`src/rtl/dspl_drv_ndig.sv`:
```
// N-digit multiplexed 7-segment driver: tick-free slot scanning with
// inter-digit blanking, global PWM brightness and per-digit blink.
module dspl_drv_ndig #(
    parameter int N_DIG       = 8,
    parameter int CLK_HZ      = 100000000,
    parameter int SLOT_HZ     = 1000,
    parameter int BLANK_CYC   = 1000,
    parameter int BRIGHT_W    = 4,
    parameter int BLINK_SCANS = 62
) (
    input  logic                 i_clk,
    input  logic                 i_rst_n,
    input  logic [6*N_DIG-1:0]   i_digits,
    input  logic [N_DIG-1:0]     i_blink_en,
    input  logic [BRIGHT_W-1:0]  i_brightness,
    output logic [N_DIG-1:0]     o_an,
    output logic [7:0]           o_dec_ddp
);

    localparam int SLOT   = CLK_HZ / SLOT_HZ;
    localparam int SLOT_W = (SLOT > 1) ? $clog2(SLOT) : 1;
    localparam int IDX_W  = $clog2(N_DIG);
    localparam int SCAN_W = (BLINK_SCANS > 1) ? $clog2(BLINK_SCANS) : 1;

    logic [SLOT_W-1:0]   r_slotCnt;
    logic [IDX_W-1:0]    r_idx;
    logic [BRIGHT_W-1:0] r_pwm;
    logic [SCAN_W-1:0]   r_scanCnt;
    logic                r_hidden;
    logic [5:0]          r_digLat;
    logic                r_blinkLat;
    logic [BRIGHT_W-1:0] r_brightLat;

    logic                w_slotStart;
    logic                w_slotEnd;
    logic                w_scanEnd;
    logic [5:0]          w_liveDig;
    logic [5:0]          w_dig;
    logic                w_blink;
    logic [BRIGHT_W-1:0] w_bright;
    logic                w_on;
    logic                w_lit;
    logic                w_show;
    logic [6:0]          w_seg;
    logic [N_DIG-1:0]    w_anNext;
    logic [7:0]          w_ddpNext;

    assign w_slotStart = (r_slotCnt == '0);
    assign w_slotEnd   = (r_slotCnt == SLOT_W'(SLOT - 1));
    assign w_scanEnd   = w_slotEnd && (r_idx == IDX_W'(N_DIG - 1));
    assign w_liveDig   = i_digits[6*int'(r_idx) +: 6];

    // Slot cycle 0 uses the live inputs (the same values being latched),
    // later cycles use the snapshot so mid-slot changes are ignored.
    assign w_dig    = w_slotStart ? w_liveDig : r_digLat;
    assign w_blink  = w_slotStart ? i_blink_en[r_idx] : r_blinkLat;
    assign w_bright = w_slotStart ? i_brightness : r_brightLat;

    assign w_on   = (r_slotCnt >= SLOT_W'(BLANK_CYC));
    assign w_lit  = (w_bright == '1) || (r_pwm < w_bright);
    assign w_show = w_on && w_dig[5] && w_lit && !(w_blink && r_hidden);

    // Slot counter, digit index and blink scan/phase bookkeeping.
    always_ff @(posedge i_clk or negedge i_rst_n) begin
        if (!i_rst_n) begin
            r_slotCnt <= '0;
            r_idx     <= '0;
            r_scanCnt <= '0;
            r_hidden  <= 1'b0;
        end else if (w_slotEnd) begin
            r_slotCnt <= '0;
            if (w_scanEnd) begin
                r_idx <= '0;
                if (r_scanCnt == SCAN_W'(BLINK_SCANS - 1)) begin
                    r_scanCnt <= '0;
                    r_hidden  <= ~r_hidden;
                end else begin
                    r_scanCnt <= r_scanCnt + 1'b1;
                end
            end else begin
                r_idx <= r_idx + 1'b1;
            end
        end else begin
            r_slotCnt <= r_slotCnt + 1'b1;
        end
    end

    // Free-running PWM phase counter for brightness.
    always_ff @(posedge i_clk or negedge i_rst_n) begin
        if (!i_rst_n) begin
            r_pwm <= '0;
        end else begin
            r_pwm <= r_pwm + 1'b1;
        end
    end

    // Snapshot the current digit's inputs at the start of each slot.
    always_ff @(posedge i_clk or negedge i_rst_n) begin
        if (!i_rst_n) begin
            r_digLat    <= '0;
            r_blinkLat  <= 1'b0;
            r_brightLat <= '0;
        end else if (w_slotStart) begin
            r_digLat    <= w_liveDig;
            r_blinkLat  <= i_blink_en[r_idx];
            r_brightLat <= i_brightness;
        end
    end

    // Hex to active-low segments a..g.
    always_comb begin
        w_seg = 7'b1111111;
        case (w_dig[4:1])
            4'h0: w_seg = 7'b0000001;
            4'h1: w_seg = 7'b1001111;
            4'h2: w_seg = 7'b0010010;
            4'h3: w_seg = 7'b0000110;
            4'h4: w_seg = 7'b1001100;
            4'h5: w_seg = 7'b0100100;
            4'h6: w_seg = 7'b0100000;
            4'h7: w_seg = 7'b0001111;
            4'h8: w_seg = 7'b0000000;
            4'h9: w_seg = 7'b0000100;
            4'hA: w_seg = 7'b0001000;
            4'hB: w_seg = 7'b1100000;
            4'hC: w_seg = 7'b0110001;
            4'hD: w_seg = 7'b1000010;
            4'hE: w_seg = 7'b0110000;
            4'hF: w_seg = 7'b0111000;
            default: w_seg = 7'b1111111;
        endcase
    end

    // Next anode/cathode pattern: all dark during blanking, one anode at most.
    always_comb begin
        w_anNext  = '1;
        w_ddpNext = 8'hFF;
        if (w_on) begin
            w_ddpNext = {w_seg, w_dig[0]};
        end
        if (w_show) begin
            w_anNext[r_idx] = 1'b0;
        end
    end

    // Registered pin drivers, forced dark asynchronously on reset.
    always_ff @(posedge i_clk or negedge i_rst_n) begin
        if (!i_rst_n) begin
            o_an      <= '1;
            o_dec_ddp <= 8'hFF;
        end else begin
            o_an      <= w_anNext;
            o_dec_ddp <= w_ddpNext;
        end
    end

endmodule

```
`config.mk`:
```
export PLATFORM = sky130hd
export DESIGN_NAME = dspl_drv_ndig
export DESIGN_NICKNAME = d
export VERILOG_FILES = /design/src/rtl/dspl_drv_ndig.sv
export SDC_FILE = /design/constraint.sdc
export NUM_CORES = 1
export LEC_CHECK = 0
export CAP_MARGIN = 20
export CORE_MARGIN = 4
export CORE_UTILIZATION = 50
export CTS_CLUSTER_SIZE = 28
export DETAILED_ROUTE_END_ITERATION = 7
export GPL_TIMING_DRIVEN = 0
export HOLD_SLACK_MARGIN = 0.03
export PLACE_DENSITY = 0.85
export SLEW_MARGIN = 20
export SYNTH_ARGS = -nofsm -noshare
export SYNTH_HDL_FRONTEND = slang
export SYNTH_SLANG_ARGS = --single-unit
```
`constraint.sdc`:
```
create_clock -name i_clk -period 3.8 [get_ports i_clk]
set_input_delay 0.38 -clock i_clk [delete_from_list [all_inputs] [get_ports i_clk]]
set_output_delay 0.38 -clock i_clk [all_outputs]
set_load 0.02 [all_outputs]
```
== Yosys cells after proc, flatten, opt, wreduce, memory -nomap -nowiden ==
Memory sizes are Yosys's and may differ from the RTL's.
Cells that the tools add are included.

* Add/subtract/negate cells: 4
* Multipliers: 1
* Divide/modulo/power cells: 0
* $lt $le $gt $ge: 4
* Eq/ne operators: 4
* Shift operators: 1
* Multiplexer cells: 12
* Bitwise gates (word level): 2
* Reductions and logical operators: 11

{| class="wikitable"
|+ Operators by type and width
! cell !! number
|-
| $shiftx 48x7->6 || 1
|-
| $add 17x1->17 const B || 1
|-
| $eq 17x17->1 const B || 1
|-
| $ge 17x10->1 const B || 1
|-
| $logic_not 17->1 || 1
|-
| $mux 17 || 1
|-
| $mux 8 || 2
|-
| $mux 6 || 2
|-
| $not 8->8 || 1
|-
| $add 6x1->6 const B || 1
|-
| $eq 6x6->1 const B || 1
|-
| $logic_and 1x1->1 || 6
|-
| $mul 2x3->5 const A || 1
|-
| $add 4x1->4 const B || 1
|-
| $eq 4x4->1 const B || 1
|-
| $lt 3x4->1 const B || 1
|-
| $lt 4x4->1 || 1
|-
| $mux 4 || 1
|-
| $add 3x1->3 const B || 1
|-
| $bmux 1 s3 || 1
|-
| $demux 1 s3 || 1
|-
| $eq 3x3->1 const B || 1
|-
| $ge 3x1->1 const B || 1
|-
| $mux 1 || 3
|-
| other kinds (6) || 6
|}

* Flip-flop bits (word level): 58
* Latch bits: 0
* RAM bits: 0
* Bits in read-only memories: 112
* Word-level logic and storage cells: 50
* Memories kept: 1

{| class="wikitable"
|+ Memories
! memory !! depth !! bits a word !! read ports !! clocked after memory_dff !! write ports !! RTL line !! source
|-
| (no name shown) || 16 || 7 || 1 || 0 || 0 || 113 || <nowiki>case (w_dig[4:1])</nowiki>
|}

== Longest topological paths before layout ==
* Depth in word-level cells: 7
* Depth in mapped cells: 17

== Worst setup path after synthesis ==
Ideal clock, no wire load.

* Path type: flip-flop to flip-flop
* From: reg r_slotCnt[5]
* To: reg o_dec_ddp[6]
* Arrival: 3169 ps
* Data required time: 3716 ps
* Slack: 547 ps
* Cell stages (with the launch flop): 11
* Path buffers: 1
* Cell sequence: dfrtp_1 or4_4 or4_4 or2_1 buf_2 o21ai_0 inv_1 ha_1 o21ai_0 a21oi_1 a311o_1

* Word-level cells in the longest chain between the ends: 4
* Elaborated cells between the ends (all ways): 5

{| class="wikitable"
|+ Ends and longest elaborated chain
! what !! RTL line !! source
|-
| start, declared || 25 || <nowiki>logic [SLOT_W-1:0] r_slotCnt;</nowiki>
|-
| start signal, assigned || 84 || <nowiki>r_slotCnt <= r_slotCnt + 1'b1;</nowiki>
|-
| $logic_not 17->1 || 48 || <nowiki>assign w_slotStart = (r_slotCnt == '0);</nowiki>
|-
| $mux 6 || n/a ||
|-
| via w_dig[2] || 38 || <nowiki>logic [5:0] w_dig;</nowiki>
|-
| $mem_v2 16x7 || n/a ||
|-
| $mux 8 || 138 || <nowiki>if (w_on) begin</nowiki>
|-
| via w_ddpNext[6] || 46 || <nowiki>logic [7:0] w_ddpNext;</nowiki>
|-
| end signal, assigned || 153 || <nowiki>o_dec_ddp <= w_ddpNext;</nowiki>
|-
| end, declared || 17 || <nowiki>output logic [7:0] o_dec_ddp</nowiki>
|}

The timed path passes the listed nets, and every way through them passes these cells.
A chain may end at the register's enable or synchronous reset.

== Worst setup path after layout ==
* From: reg r_slotCnt[5]
* To: reg o_an[0]

* Word-level cells in the longest chain between the ends: 7
* Elaborated cells between the ends (all ways): 14

{| class="wikitable"
|+ Ends and longest elaborated chain
! what !! RTL line !! source
|-
| $logic_not 17->1 (*) || 48 ||
|-
| $mux 4 (*) || n/a ||
|-
| via w_bright[1] || 40 || <nowiki>logic [BRIGHT_W-1:0] w_bright;</nowiki>
|-
| $lt 4x4->1 / $eq 4x4->1 (equally long branches) || 60 || <nowiki>assign w_lit = (w_bright == '1) || (r_pwm < w_bright);</nowiki>
|-
| $logic_or 1x1->1 (*) || 60 ||
|-
| $logic_and 1x1->1 (*) (2 in a row) || 61 || <nowiki>assign w_show = w_on && w_dig[5] && w_lit && !(w_blink && r_hidden);</nowiki>
|-
| $mux 8 (*) || 141 || <nowiki>if (w_show) begin</nowiki>
|-
| via w_anNext[0] || 45 || <nowiki>logic [N_DIG-1:0] w_anNext;</nowiki>
|-
| end signal, assigned || 152 || <nowiki>o_an <= w_anNext;</nowiki>
|-
| end, declared || 16 || <nowiki>output logic [N_DIG-1:0] o_an,</nowiki>
|}

The timed path passes the listed nets; every way through them passes the cells marked *.

==> impl_results.md <==
- Routed length per placed instance: ~17 µm
- Clk sink count: a little under 60
- P&R area growth vs syn: 32.5%
- Final nets: 482
- Dpl hpwl: 5990 µm
- Post-CTS setup buffers: 0
- Count of final max-slew check failures: 0
- Worst setup path class: register to register
- Largest net degree at the start of global routing: 59
- Number of diodes: 0
- Synth unique cells: 50
- GR Util All Layers: between 20% and 30%
- First-pass GRT wire length: around 13,000 µm
- Worst Skew: around 0.012 ns
- Crit path required time: roughly 4.1 ns
- Worst-case clock buffer depth: 2
- Placeable Area: around 6300 µm²
- Warnings from Yosys: 0
- Synthesized flop and latch total: 58
- Ys flop type: dfrtp_1
- Post-synth design cell area: 3270 µm²
- PwrDens: roughly 300 nW/µm²
- Starting DRT DRC Count: 118
- Initial antenna violation count: 0
- Row Count: 29
- Root Driver: clkbuf_8
- Die Area: a little under 8000 µm²
- Tcrit/Tclk final: a little over nine tenths
- VDD IR max: 0.000217 V
- Overflow after GRT: 0
- Worst-Margin Slew: 0.778 ns
- Min Tclk post-route: around 3.6 ns
- CP Capture Type: register
- Die span in y: around 89 µm
- Post-Syn Nets: 394
- Post-synth EDFFs: 0
- Slowest CP cell: or4_4
- Number of H-tree levels: 3
- Hold Path Class: input port to async pin
- Area contributors post-synth: dfrtp_1 32%, dfstp_2 13%, mux4_2 5.5%
- IO Pins: 78
- Area of the multi-input gates: ~1700 µm²
- Synth Area per Inst: a little over 10 µm²
- Worst skew pair latency: between 0.3 and 0.4 ns
- Fin. Hold Viols: 0
- Status: complete, no violations
- Die width: 88.9 µm
- Max stage delay on crit path: 0.59 ns
- WHS: approximately 0.078 ns
- Ys async rst share: 100%
- Static leakage: 1.78 nW
- Max_cap viols: 0
- DRC violations left: 0
- Synth area leader: dfrtp_1
- Worst EP arrival: between 3 and 4 ns
- CTS tree: built
- Antenna-violating nets left: 0
- Register area: 1470 µm²
- Post-synthesis sequential area ratio: between 40 and 50%
- Mapped Cells: 318
- Setup TNS: 0 ns
- Yosys top cell area share: between 30% and 40%
- Number of global-route vias before repair: around 2,800
- I/O Buffers: between 70 and 80
- Fill count: ~500
- Max Fclk: 0.281 GHz
- DR vias/cell: approximately 5.7
- Power Total: ~1.3 mW
- Normalized max-slew margin: a little under half
- Worst Path Max Fanout: 10
- DRT Wirelength: slightly above 8000 µm
- Worst-path clk slew: around 0.07 ns
- Clock buffers created by TritonCTS: 9
- # setup viols final: 0
- Placer's final routability congestion estimate: around 0.85
- Initial Util: 51.5%
- CP startpoint kind: register
- Vias: between 2,000 and 3,000
- Fraction of layout cells with a size suffix above 1: between 10% and 20%
- RSZ-0062 raised after global routing: no
- Critical-path cell list: or4_4 -> or4_4 -> or2_1 -> buf_2 -> buf_2 -> nand2_1 -> nand2_1 -> inv_1 -> ha_1 -> o21ai_0 -> a2111oi_4 -> o21ai_2 -> nand4_1
- Pre-antenna DRT Iters: 4
-- repair_timing --
item,CTS,global route
hold buffers,0,0
endpoints found under the setup margin,0,2
resized for setup,0,2
-- cells by family after synthesis --
kind of cell	synth area share, %
and+or+nand+nor	19.5
AOI/OAI and AO/OA	10.0
buffers and inverters	3.17
muxes	11.6
DFF	45.0
xor gates and xnor gates	5.35
adders and majority gates	5.35
-- metal layers --
metal | share of wire, % | routed length [µm] | global-route usage (%)
met1 | 40 | 3230 | 25.1
met2 | 50 | 4040 | 37.9
met3 | 8.0 | 647 | 5.71
met4 | 2.2 | 179 | 7.97
met5 | 0 | 0 | 0
-- power by group --
group	switching [mW]	total, mW	internal [mW]	leakage (nW)
Clock	0.250	0.568	0.318	0.103
Combinational	0.0464	0.122	0.0761	0.970
Sequential	0.00341	0.628	0.624	0.711
-- critical path, delay by kind of cell, from the launching register on --
family                     cells  cell delay (ns)
and+or+nand+nor                6             1.66
DFF                            1             0.44
AOI/OAI and AO/OA              3             0.71
buffers and inverters          3             0.43
adders and majority gates      1             0.22
-- cells in the final DEF, fill, tap and decap left out, types with 10 or more instances in the layout --
cell type	netlist	layout
nand4_1	13	13
clkdlybuf4s50_1	0	76
clkbuf_1	12	13
nand3_1	15	15
dfrtp_1	42	42
clkbuf_8	0	10
dfstp_2	16	16
nor2_1	25	25
xor2_1	12	12
nand2_1	34	34
mux2i_1	11	11
o21ai_0	18	17
inv_1	11	11
ha_1	14	14
-- state kept, by name, indices dropped and copies added, names as in the netlist --
| name | cells |
|---|---|
| o_dec_ddp | 8 |
| r_digLat | 6 |
| r_hidden | 1 |
| r_blinkLat | 1 |
| r_slotCnt | 17 |
| r_scanCnt | 6 |
| r_idx | 3 |
| r_pwm | 4 |
| r_brightLat | 4 |
| o_an | 8 |
-- cell type report --
type,instances,share of cell area (%)
inverter,11,0.952
multi-input combinational,234,39.2
sequential,58,33.9
buffer,15,1.44
clock buffer,11,3.26
tap,77,2.22
clock inverter,5,1.24
timing repair buffer,77,17.7
-- through the flow --
step	area, µm²	worst slack, ns	std cells	utilization (%)
after global routing	4340	0.0723	488	68.3
after global placement	4140	0.221	472	65.2
final	4340	0.239	488	68.3
after CTS	4330	0.0567	488	68.2
after floorplan	3270	0.547	318	-
after detailed placement	4140	0.0735	472	65.2
-- path summary, 6_finish.rpt --
check / to / slack, ns / cells after the start / start
worst max-delay path: o_an[0] / 0.24 / 13 / r_slotCnt[5]
worst min-delay path: r_digLat[3] / 0.08 / 1 / i_rst_n
worst max register to register: o_an[0] / 0.24 / 13 / r_slotCnt[5]
worst min register to register: r_hidden / 0.48 / 1 / r_hidden
max in group asynchronous: r_brightLat[2] / 3.23 / 1 / i_rst_n
min in group i_clk: r_hidden / 0.48 / 1 / r_hidden
-- cells in the mapped netlist, types with 2 or more instances --
master / instances
dfrtp_1: 42
nand2_1: 34
nor2_1: 25
o21ai_0: 18
dfstp_2: 16
nand3_1: 15
ha_1: 14
nand4_1: 13
clkbuf_1: 12
xor2_1: 12
inv_1: 11
mux2i_1: 11
a21oi_1: 8
mux2_2: 8
mux4_2: 8
xnor2_1: 8
nor2b_1: 6
nand2b_1: 5
nor3_1: 4
o21ai_1: 4
or3_1: 4
and3_1: 3
o221ai_1: 3
a311o_1: 2
buf_2: 2
o211ai_1: 2
o31ai_1: 2
or2_2: 2
or4_1: 2
or4_4: 2
Note: power is estimated with default switching activity, not from simulation.
